## src/rtl/openstrive_memctrl_pkg.sv

```systemverilog
`default_nettype none
// ============================================================================
//  Module   : openstrive_memctrl_pkg
//  Purpose  : Shared types and constants for the on-chip SRAM initiator.
//             Holds the FSM state encoding, SRAM port widths and the default
//             error read-data pattern.
//  Revision : 1.0 - initial release
// ============================================================================
package openstrive_memctrl_pkg;

  localparam int unsigned RAM_ADDR_W = 22;
  localparam int unsigned DATA_W     = 32;

  localparam logic [DATA_W-1:0] DEFAULT_ERR_DATA = 32'hDEAD_BEEF;

  typedef enum logic [1:0] {
    ST_IDLE  = 2'd0,
    ST_ISSUE = 2'd1,
    ST_RWAIT = 2'd2,
    ST_ACK   = 2'd3
  } state_e;

endpackage
`default_nettype wire

```

## src/rtl/openstrive_sat_counter.sv

```systemverilog
`default_nettype none
// ============================================================================
//  Module   : openstrive_sat_counter
//  Purpose  : Saturating event counter. Increments by one on each cycle with
//             inc=1 and holds at all-ones.
//  Ports    : clk   - clock, rising edge
//             reset - asynchronous active-high reset, clears count to 0
//             inc   - increment request
//             count - current count value
//  Revision : 1.0 - initial release
// ============================================================================
module openstrive_sat_counter #(
  parameter int unsigned WIDTH = 8
) (
  input  logic             clk,
  input  logic             reset,
  input  logic             inc,
  output logic [WIDTH-1:0] count
);

  logic [WIDTH-1:0] count_q;
  logic [WIDTH-1:0] count_d;

  always_comb begin
    count_d = count_q;
    if (inc && (count_q != {WIDTH{1'b1}})) begin
      count_d = count_q + WIDTH'(1);
    end
  end

  always_ff @(posedge clk or posedge reset) begin
    if (reset) begin
      count_q <= '0;
    end else begin
      count_q <= count_d;
    end
  end

  assign count = count_q;

endmodule
`default_nettype wire

```

## src/rtl/openstrive_soc_mem_ctrl.sv

```systemverilog
`default_nettype none
// ============================================================================
//  Module   : openstrive_soc_mem_ctrl
//  Purpose  : CPU native-interface initiator for the on-chip SRAM macro.
//             Range-checks each request, drives a single SRAM access and
//             returns a one-cycle ready pulse with read data / error flag.
//             Out-of-window accesses never touch the SRAM.
//  Ports    : clk, reset            - clock / async active-high reset
//             mem_valid/addr/wdata/wstrb  - CPU request (wstrb=0 means read)
//             mem_ready/rdata/err   - registered completion response
//             ram_ena/wen/addr/wdata - SRAM macro request (registered)
//             ram_rdata             - SRAM read data, one cycle after ram_ena
//             rd_count/wr_count/err_count - access statistics (optional)
//  Options  : OPENSTRIVE_MEMCTRL_STATS_EN adds saturating statistics counters.
//  Revision : 1.0 - initial release
// ============================================================================
module openstrive_soc_mem_ctrl
  import openstrive_memctrl_pkg::*;
#(
  parameter int unsigned       WORDS     = 128,
  parameter logic [31:0]       BASE_ADDR = 32'h0000_0000,
  parameter logic [DATA_W-1:0] ERR_DATA  = DEFAULT_ERR_DATA
) (
  input  logic                  clk,
  input  logic                  reset,
`ifdef OPENSTRIVE_MEMCTRL_STATS_EN
  output logic [15:0]           rd_count,
  output logic [15:0]           wr_count,
  output logic [7:0]            err_count,
`endif
  input  logic                  mem_valid,
  input  logic [31:0]           mem_addr,
  input  logic [DATA_W-1:0]     mem_wdata,
  input  logic [3:0]            mem_wstrb,
  output logic                  mem_ready,
  output logic [DATA_W-1:0]     mem_rdata,
  output logic                  mem_err,
  output logic                  ram_ena,
  output logic [3:0]            ram_wen,
  output logic [RAM_ADDR_W-1:0] ram_addr,
  output logic [DATA_W-1:0]     ram_wdata,
  input  logic [DATA_W-1:0]     ram_rdata
);

  // WORDS is at most 2^22, so the window size always fits in 32 bits.
  localparam logic [31:0] c_WIN_BYTES = 32'(4 * WORDS);

  // --------------------------------------------------------------------------
  // Address decode
  // --------------------------------------------------------------------------
  logic [31:0]           w_offset;
  logic                  w_in_range;
  logic [RAM_ADDR_W-1:0] w_word_idx;
  logic                  w_unused_lsb;

  // The lower bound is tested explicitly so an address below the window
  // cannot wrap the subtraction into a small in-range offset.
  assign w_offset     = mem_addr - BASE_ADDR;
  assign w_in_range   = (mem_addr >= BASE_ADDR) && (w_offset < c_WIN_BYTES);
  assign w_word_idx   = w_offset[RAM_ADDR_W+1:2];
  assign w_unused_lsb = ^w_offset[1:0];

  // --------------------------------------------------------------------------
  // Sequencer
  // --------------------------------------------------------------------------
  state_e                state_q;
  logic [3:0]            wstrb_q;
  logic                  mem_ready_q;
  logic [DATA_W-1:0]     mem_rdata_q;
  logic                  mem_err_q;
  logic                  ram_ena_q;
  logic [3:0]            ram_wen_q;
  logic [RAM_ADDR_W-1:0] ram_addr_q;
  logic [DATA_W-1:0]     ram_wdata_q;

  always_ff @(posedge clk or posedge reset) begin
    if (reset) begin
      state_q     <= ST_IDLE;
      wstrb_q     <= 4'h0;
      mem_ready_q <= 1'b0;
      mem_rdata_q <= '0;
      mem_err_q   <= 1'b0;
      ram_ena_q   <= 1'b0;
      ram_wen_q   <= 4'h0;
      ram_addr_q  <= '0;
      ram_wdata_q <= '0;
    end else begin
      // Ready is a single-cycle pulse; it is only raised on entry to ACK.
      mem_ready_q <= 1'b0;
      case (state_q)
        ST_IDLE: begin
          if (mem_valid) begin
            wstrb_q <= mem_wstrb;
            if (w_in_range) begin
              // Latched request is presented to the SRAM during ISSUE.
              ram_ena_q   <= 1'b1;
              ram_wen_q   <= mem_wstrb;
              ram_addr_q  <= w_word_idx;
              ram_wdata_q <= mem_wdata;
              state_q     <= ST_ISSUE;
            end else begin
              mem_rdata_q <= ERR_DATA;
              mem_err_q   <= 1'b1;
              mem_ready_q <= 1'b1;
              state_q     <= ST_ACK;
            end
          end
        end
        ST_ISSUE: begin
          ram_ena_q <= 1'b0;
          ram_wen_q <= 4'h0;
          if (wstrb_q != 4'h0) begin
            mem_rdata_q <= '0;
            mem_ready_q <= 1'b1;
            state_q     <= ST_ACK;
          end else begin
            state_q <= ST_RWAIT;
          end
        end
        ST_RWAIT: begin
          mem_rdata_q <= ram_rdata;
          mem_ready_q <= 1'b1;
          state_q     <= ST_ACK;
        end
        ST_ACK: begin
          mem_err_q <= 1'b0;
          state_q   <= ST_IDLE;
        end
        default: begin
          state_q <= ST_IDLE;
        end
      endcase
    end
  end

  assign mem_ready = mem_ready_q;
  assign mem_rdata = mem_rdata_q;
  assign mem_err   = mem_err_q;
  assign ram_ena   = ram_ena_q;
  assign ram_wen   = ram_wen_q;
  assign ram_addr  = ram_addr_q;
  assign ram_wdata = ram_wdata_q;

  // --------------------------------------------------------------------------
  // Optional statistics: classified in the ACK cycle (ready pulse).
  // --------------------------------------------------------------------------
`ifdef OPENSTRIVE_MEMCTRL_STATS_EN
  logic w_inc_rd;
  logic w_inc_wr;
  logic w_inc_err;

  assign w_inc_err = mem_ready_q & mem_err_q;
  assign w_inc_rd  = mem_ready_q & ~mem_err_q & (wstrb_q == 4'h0);
  assign w_inc_wr  = mem_ready_q & ~mem_err_q & (wstrb_q != 4'h0);

  openstrive_sat_counter #(.WIDTH(16)) u_rd_count (
    .clk   (clk),
    .reset (reset),
    .inc   (w_inc_rd),
    .count (rd_count)
  );

  openstrive_sat_counter #(.WIDTH(16)) u_wr_count (
    .clk   (clk),
    .reset (reset),
    .inc   (w_inc_wr),
    .count (wr_count)
  );

  openstrive_sat_counter #(.WIDTH(8)) u_err_count (
    .clk   (clk),
    .reset (reset),
    .inc   (w_inc_err),
    .count (err_count)
  );
`endif

endmodule
`default_nettype wire

```

## config.mk

```make
export PLATFORM = sky130hd
export DESIGN_NAME = openstrive_soc_mem_ctrl
export DESIGN_NICKNAME = d
export VERILOG_FILES = /design/src/rtl/openstrive_memctrl_pkg.sv /design/src/rtl/openstrive_sat_counter.sv /design/src/rtl/openstrive_soc_mem_ctrl.sv
export SDC_FILE = /design/constraint.sdc
export NUM_CORES = 1
export LEC_CHECK = 0
export ABC_AREA = 1
export BUFFER_PORTS_ARGS = -buffer_cell sky130_fd_sc_hd__buf_4
export CORE_MARGIN = 8
export CORE_UTILIZATION = 47
export CTS_CLUSTER_SIZE = 20
export DETAILED_ROUTE_END_ITERATION = 10
export HOLD_SLACK_MARGIN = 0.02
export PLACE_DENSITY = 0.8
export SYNTH_ARGS = -nofsm -noshare
export SYNTH_HDL_FRONTEND = slang
export SYNTH_SLANG_ARGS = --single-unit
```

## constraint.sdc

```tcl
create_clock -name clk -period 3.4 [get_ports clk]
set_input_delay 0.17 -clock clk [delete_from_list [all_inputs] [get_ports clk]]
set_output_delay 0.17 -clock clk [all_outputs]
set_load 0.01 [all_outputs]
```

After elaboration in Yosys (flattened, before gate mapping)
Index checks and enable logic that the tools add are counted.

word-level totals
  bits of input ports = 103
  logic and storage cells = 50
  bits in registers = 99

operators by class
  eq/ne operators = 7
  multiplexer cells = 21
  reduce and logical (&&, ||, !) cells = 11
  $lt $le $gt $ge = 2

operators with widths
  operator              number
  $mux 32               3
  $pmux 32 s3           1
  $ge 32x1->1 const B   1
  $lt 32x10->1 const B  1
  $reduce_and 3->1      3
  $mux 1                8
  $mux 4                2
  $ne 2x2->1 const B    4
  $pmux 2 s4            1
  $pmux 4 s2            1
  $eq 2x2->1 const B    2
  $mux 2                2
  $pmux 1 s2            2
  $reduce_and 4->1      1
  $reduce_bool 2->1     2
  $reduce_bool 4->1     1
  $pmux 1 s3            1
  $reduce_bool 3->1     1
  $eq 2x1->1 const B    1
  $logic_not 2->1       1
  $reduce_and 2->1      1
  $logic_and 1x1->1     1

Longest topological paths before layout
  depth after elaboration = 5
  depth in mapped cells = 11
  gate-level depth less buffers = 10

Worst setup path after synthesis
Ideal clock, no wire load.

  kind = reg-to-reg
  from = register state_q[0]
  to = register mem_rdata_q[0], in the netlist mem_rdata[0]
  arrival = 1.580 ns
  buffers on the path = 3
  stages on the path, launching flop included = 10
  setup slack = 1.754 ns
  cells stage by stage = dfrtp_1 -> inv_1 -> ha_1 -> clkbuf_1 -> or2_2 -> buf_2 -> buf_2 -> nand2_1 -> nand3_1 -> nand2_1

on the way
  longest elaborated chain between the ends = 3
  elaborated cells between the ends (all ways) = 9
  those cells by class = 5 x eq/ne; 1 x mux; 3 x reduce/logical

ends and longest elaborated chain
  what                                                                     RTL line                        RTL
  from (decl)                                                              openstrive_soc_mem_ctrl.sv:66   state_e state_q;
  from (signal assigned)                                                   openstrive_soc_mem_ctrl.sv:78   state_q <= ST_IDLE;
  from (signal assigned)                                                   openstrive_soc_mem_ctrl.sv:100  state_q <= ST_ISSUE;
  from (signal assigned)                                                   openstrive_soc_mem_ctrl.sv:105  state_q <= ST_ACK;
  $eq 2x1->1 (tied with other cells)                                       openstrive_soc_mem_ctrl.sv:90   case (state_q)
  $ne 2x2->1 (no source line) / $reduce_bool 3->1 (equally long branches)  n/a
  $reduce_and 4->1 (no source line)                                        n/a
  to (signal assigned)                                                     openstrive_soc_mem_ctrl.sv:121  mem_rdata_q <= ram_rdata;
  to (decl)                                                                openstrive_soc_mem_ctrl.sv:69   logic [DATA_W-1:0] mem_rdata_q;

Several ways; a longest one is shown, not always the timed one.
A chain may end at the register's enable or synchronous reset.

Worst setup path in the final report
  from = register state_q[0]
  to = register ram_addr_q[4], in the netlist ram_addr[4]

on the way
  longest elaborated chain between the ends = 2

ends and longest elaborated chain
  what                               RTL line                       RTL
  $logic_not 2->1                    openstrive_soc_mem_ctrl.sv:90
  $reduce_and 3->1 (no source line)  n/a
  to (signal assigned)               openstrive_soc_mem_ctrl.sv:98  ram_addr_q <= w_word_idx;
  to (decl)                          openstrive_soc_mem_ctrl.sv:73  logic [RAM_ADDR_W-1:0] ram_addr_q;

No other way between the ends.

==> impl_metrics.csv <==
group,metric,value,unit
status,outcome,"complete, no violations",
cts,cts_max_level,3,
synth,avgSynthCellArea,8.14,µm²
cts,cts_sinks,99,
cts,cts_tree,"yes",
finish,areaGrowthSynthToFinish,49.5,%
timing,worstMarginPinSlew,1130,ps
setup_path,criticalPathCategory,"flop to flop",
timing,skew,8.24,ps
synth,synth-seq-cells,99,
synth,synth_fa_ha_area_frac,0.0176,
setup_path,path_common_cell,"nand2_1",
setup_path,cp-start-kind,"flop",
pwr,power_density,618,nW/µm²
global_routing,first_global_vias,4301,
cts,root_buffer,"clkbuf_8",
worst_hold_path,holdPathStages,3,
setup_path,cp.arrival,2820,ps
floorplan,pin_count,196,
global_routing,grt_pass1_wl,21.2,mm
setup_path,crit_fanout,44,
synth,synthSimpleGateAreaFrac,0.328,
synth,synthesis.area,4270,µm²
cts,ctsResizeCount,0,
finish,drive_above_1_share,0.299,
floorplan,core,8760,µm²
synth,synth-xor-area-share,0,
worst_hold_path,hold_class,"primary input to flop",
floorplan,dieArea,12400,µm²
cts,clkTransAtPathRegs,100,ps
setup_path,slowest_delay,870,ps
route,vias,4189,
cts,cts_buffer_depth,2,
route,drt-total-wl,13.2,mm
floorplan,rows,34,
timing,setup_violations,0,
placement,port_buffers,193,
timing,hold_violations,0,
placement,place_area,5760,µm²
setup_path,cp-end-kind,"flop",
timing,fin_crit,2580,ps
setup_path,worstPathCellList,"inv_1, ha_1, nand2_1, inv_2, nand4_2, nand2_1, nand2_1",
setup_path,reg2reg_depth,7,
timing,rsz0062_at_grt,"false",
cts,cts_hold_buf,43,
route,drc,0,
finish,final_nets,859,
synth,synthMuxAreaShare,0,
cts,cts_buffers,9,
global_routing,track_usage,0.209,
route,via_per_inst,4.85,
timing,post-route-period-util,0.759,
timing,drv_slew,0,
floorplan,start_util,0.487,
synth,syn_inst,524,
floorplan,die_w,111,µm
synth,ys_types,21,
global_routing,grt_max_degree,60,
synth,synth_top_family_by_area,"simple AND/OR/NAND/NOR gates",
global_routing,antenna_found_initial,0,
route,first_pass_iters,5,
cts,insertion_delay,360,ps
timing,max_freq,388,MHz
cts,cts_post_setup_buffers_inserted,0,
timing,fin_setup_tns,0,ps
route,drt_iter0_markers,266,
setup_path,cpMaxStageDelayCell,"nand4_2",
timing,slew_headroom,0.247,
floorplan,die_h,111,µm
job,maxCapViolCount,0,
synth,yosysWarningCount,0,
synth,synth_compound_area_frac,0.00968,
global_routing,gr-total-overflow,0,
route,drtAntennaViolNets,0,
setup_path,critPathRequiredTime,3640,ps
placement,place.gp.congestion,0.780,
route,detail_route.wl_per_cell,15.2,µm
pwr,vdd_drop_max,425,µV
synth,synth_seq_area_share,0.581,
pwr,power_leakage,3.69,nW
finish,design_area,6380,µm²
placement,post-dp-hpwl,8.96,mm
synth,syn-num-nets,633,
==> cells by family after synthesis <==
kind of cell / after synthesis
AO/OA/AOI/OAI: 8
adder cells (fa/ha/maj): 6
buffers and inverters: 64
flip-flops: 99
AND/OR/NAND/NOR: 347
==> per-stage QoR <==
step | worst slack [ps] | hold WS (ps) | total power [mW] | util | instances
floorplan | 640 | 280 | 2.61 | - | 524
global placement | 931 | 337 | 3.15 | 0.657 | 804
detailed placement | 853 | 347 | 3.23 | 0.657 | 804
CTS | 828 | 37.7 | 3.99 | 0.728 | 863
global route | 598 | 31.1 | 4.26 | 0.728 | 863
finish | 819 | 54.4 | 3.94 | 0.728 | 864
==> metal layers <==
metal | share of wire | up-vias | track usage | wire (µm)
met2 | 0.53 | 157 | 0.363 | 6940
met1 | 0.38 | 1960 | 0.218 | 4970
met3 | 0.052 | 40 | 0.0703 | 681
met5 | 0 | - | 0 | 0
met4 | 0.044 | 0 | 0.108 | 579
li1 | - | 2032 | - | -
==> worst max-delay path, delay by kind of cell, from the launching register on <==
kind	cells	cell delay [ps]
DFF	1	450
and+or+nand+nor	4	1490
buffers and inverters	2	290
adders and majority gates	1	240
==> where the power goes <==
group	leakage [nW]	internal [mW]	switching [mW]	total [mW]
combinational	2.37	0.697	0.972	1.67
sequential	1.23	1.43	0.134	1.56
clock	0.0925	0.299	0.415	0.713
total	3.69	2.42	1.52	3.94
==> cells in the final DEF, fill, tap and decap left out <==
cell	n
dfrtp_1	99
clkbuf_1	1
o21ai_1	1
nand3_1	42
inv_8	1
clkinvlp_4	1
clkbuf_8	10
a31oi_1	1
nor2_1	31
nor2_4	1
nand4_2	2
a21oi_1	1
inv_2	3
o21ai_0	5
clkinv_4	1
dlygate4sd3_1	43
nand2_1	265
ha_1	6
buf_4	198
inv_4	1
nor2_2	4
or2_2	1
nand3_2	1
inv_1	34
inv_6	2
diode_2	1
==> final timing paths <==
kind | to | slack (ps) | startpoint
max | ram_addr[4] | 820 | state_q[0]
min in group asynchronous | ram_addr[2] | 510 | reset
min | wstrb_q[3] | 50 | mem_wstrb[3]
max in group asynchronous | mem_rdata[24] | 2310 | reset
min reg2reg | mem_rdata[19] | 480 | mem_rdata[19]
max reg2reg | ram_addr[4] | 820 | state_q[0]
==> state kept, by name, summed over array words and instances (netlist names) <==
register and cells:
ram_wdata 32, mem_rdata 32, wstrb_q 4, mem_err 1, state_q 2, ram_ena 1, ram_wen 4, mem_ready 1
ram_addr 22
==> synthesized netlist by cell type, drive strengths merged <==
library cell / number / share of area
nand2: 265 / 0.23
dfrtp: 99 / 0.58
nand3: 43 / 0.052
inv: 38 / 0.033
nor2: 36 / 0.036
buf: 17 / 0.023
clkbuf: 9 / 0.0079
ha: 6 / 0.018
o21ai: 6 / 0.0070
nand4: 2 / 0.0059
a21oi: 1 / 0.0012
a31oi: 1 / 0.0015
or2: 1 / 0.0015
==> cell type report <==
type / count / area, µm²
flip-flops and latches: 99 / 2480
fillers: 649 / 2380
repair buffers: 241 / 1920
multi-input cells: 361 / 1520
inverters: 38 / 145
clock buffers: 11 / 141
well taps: 108 / 135
clock inverters: 5 / 45.0
diodes: 1 / 2.50
No activity file was read; power rests on OpenSTA's default activity.
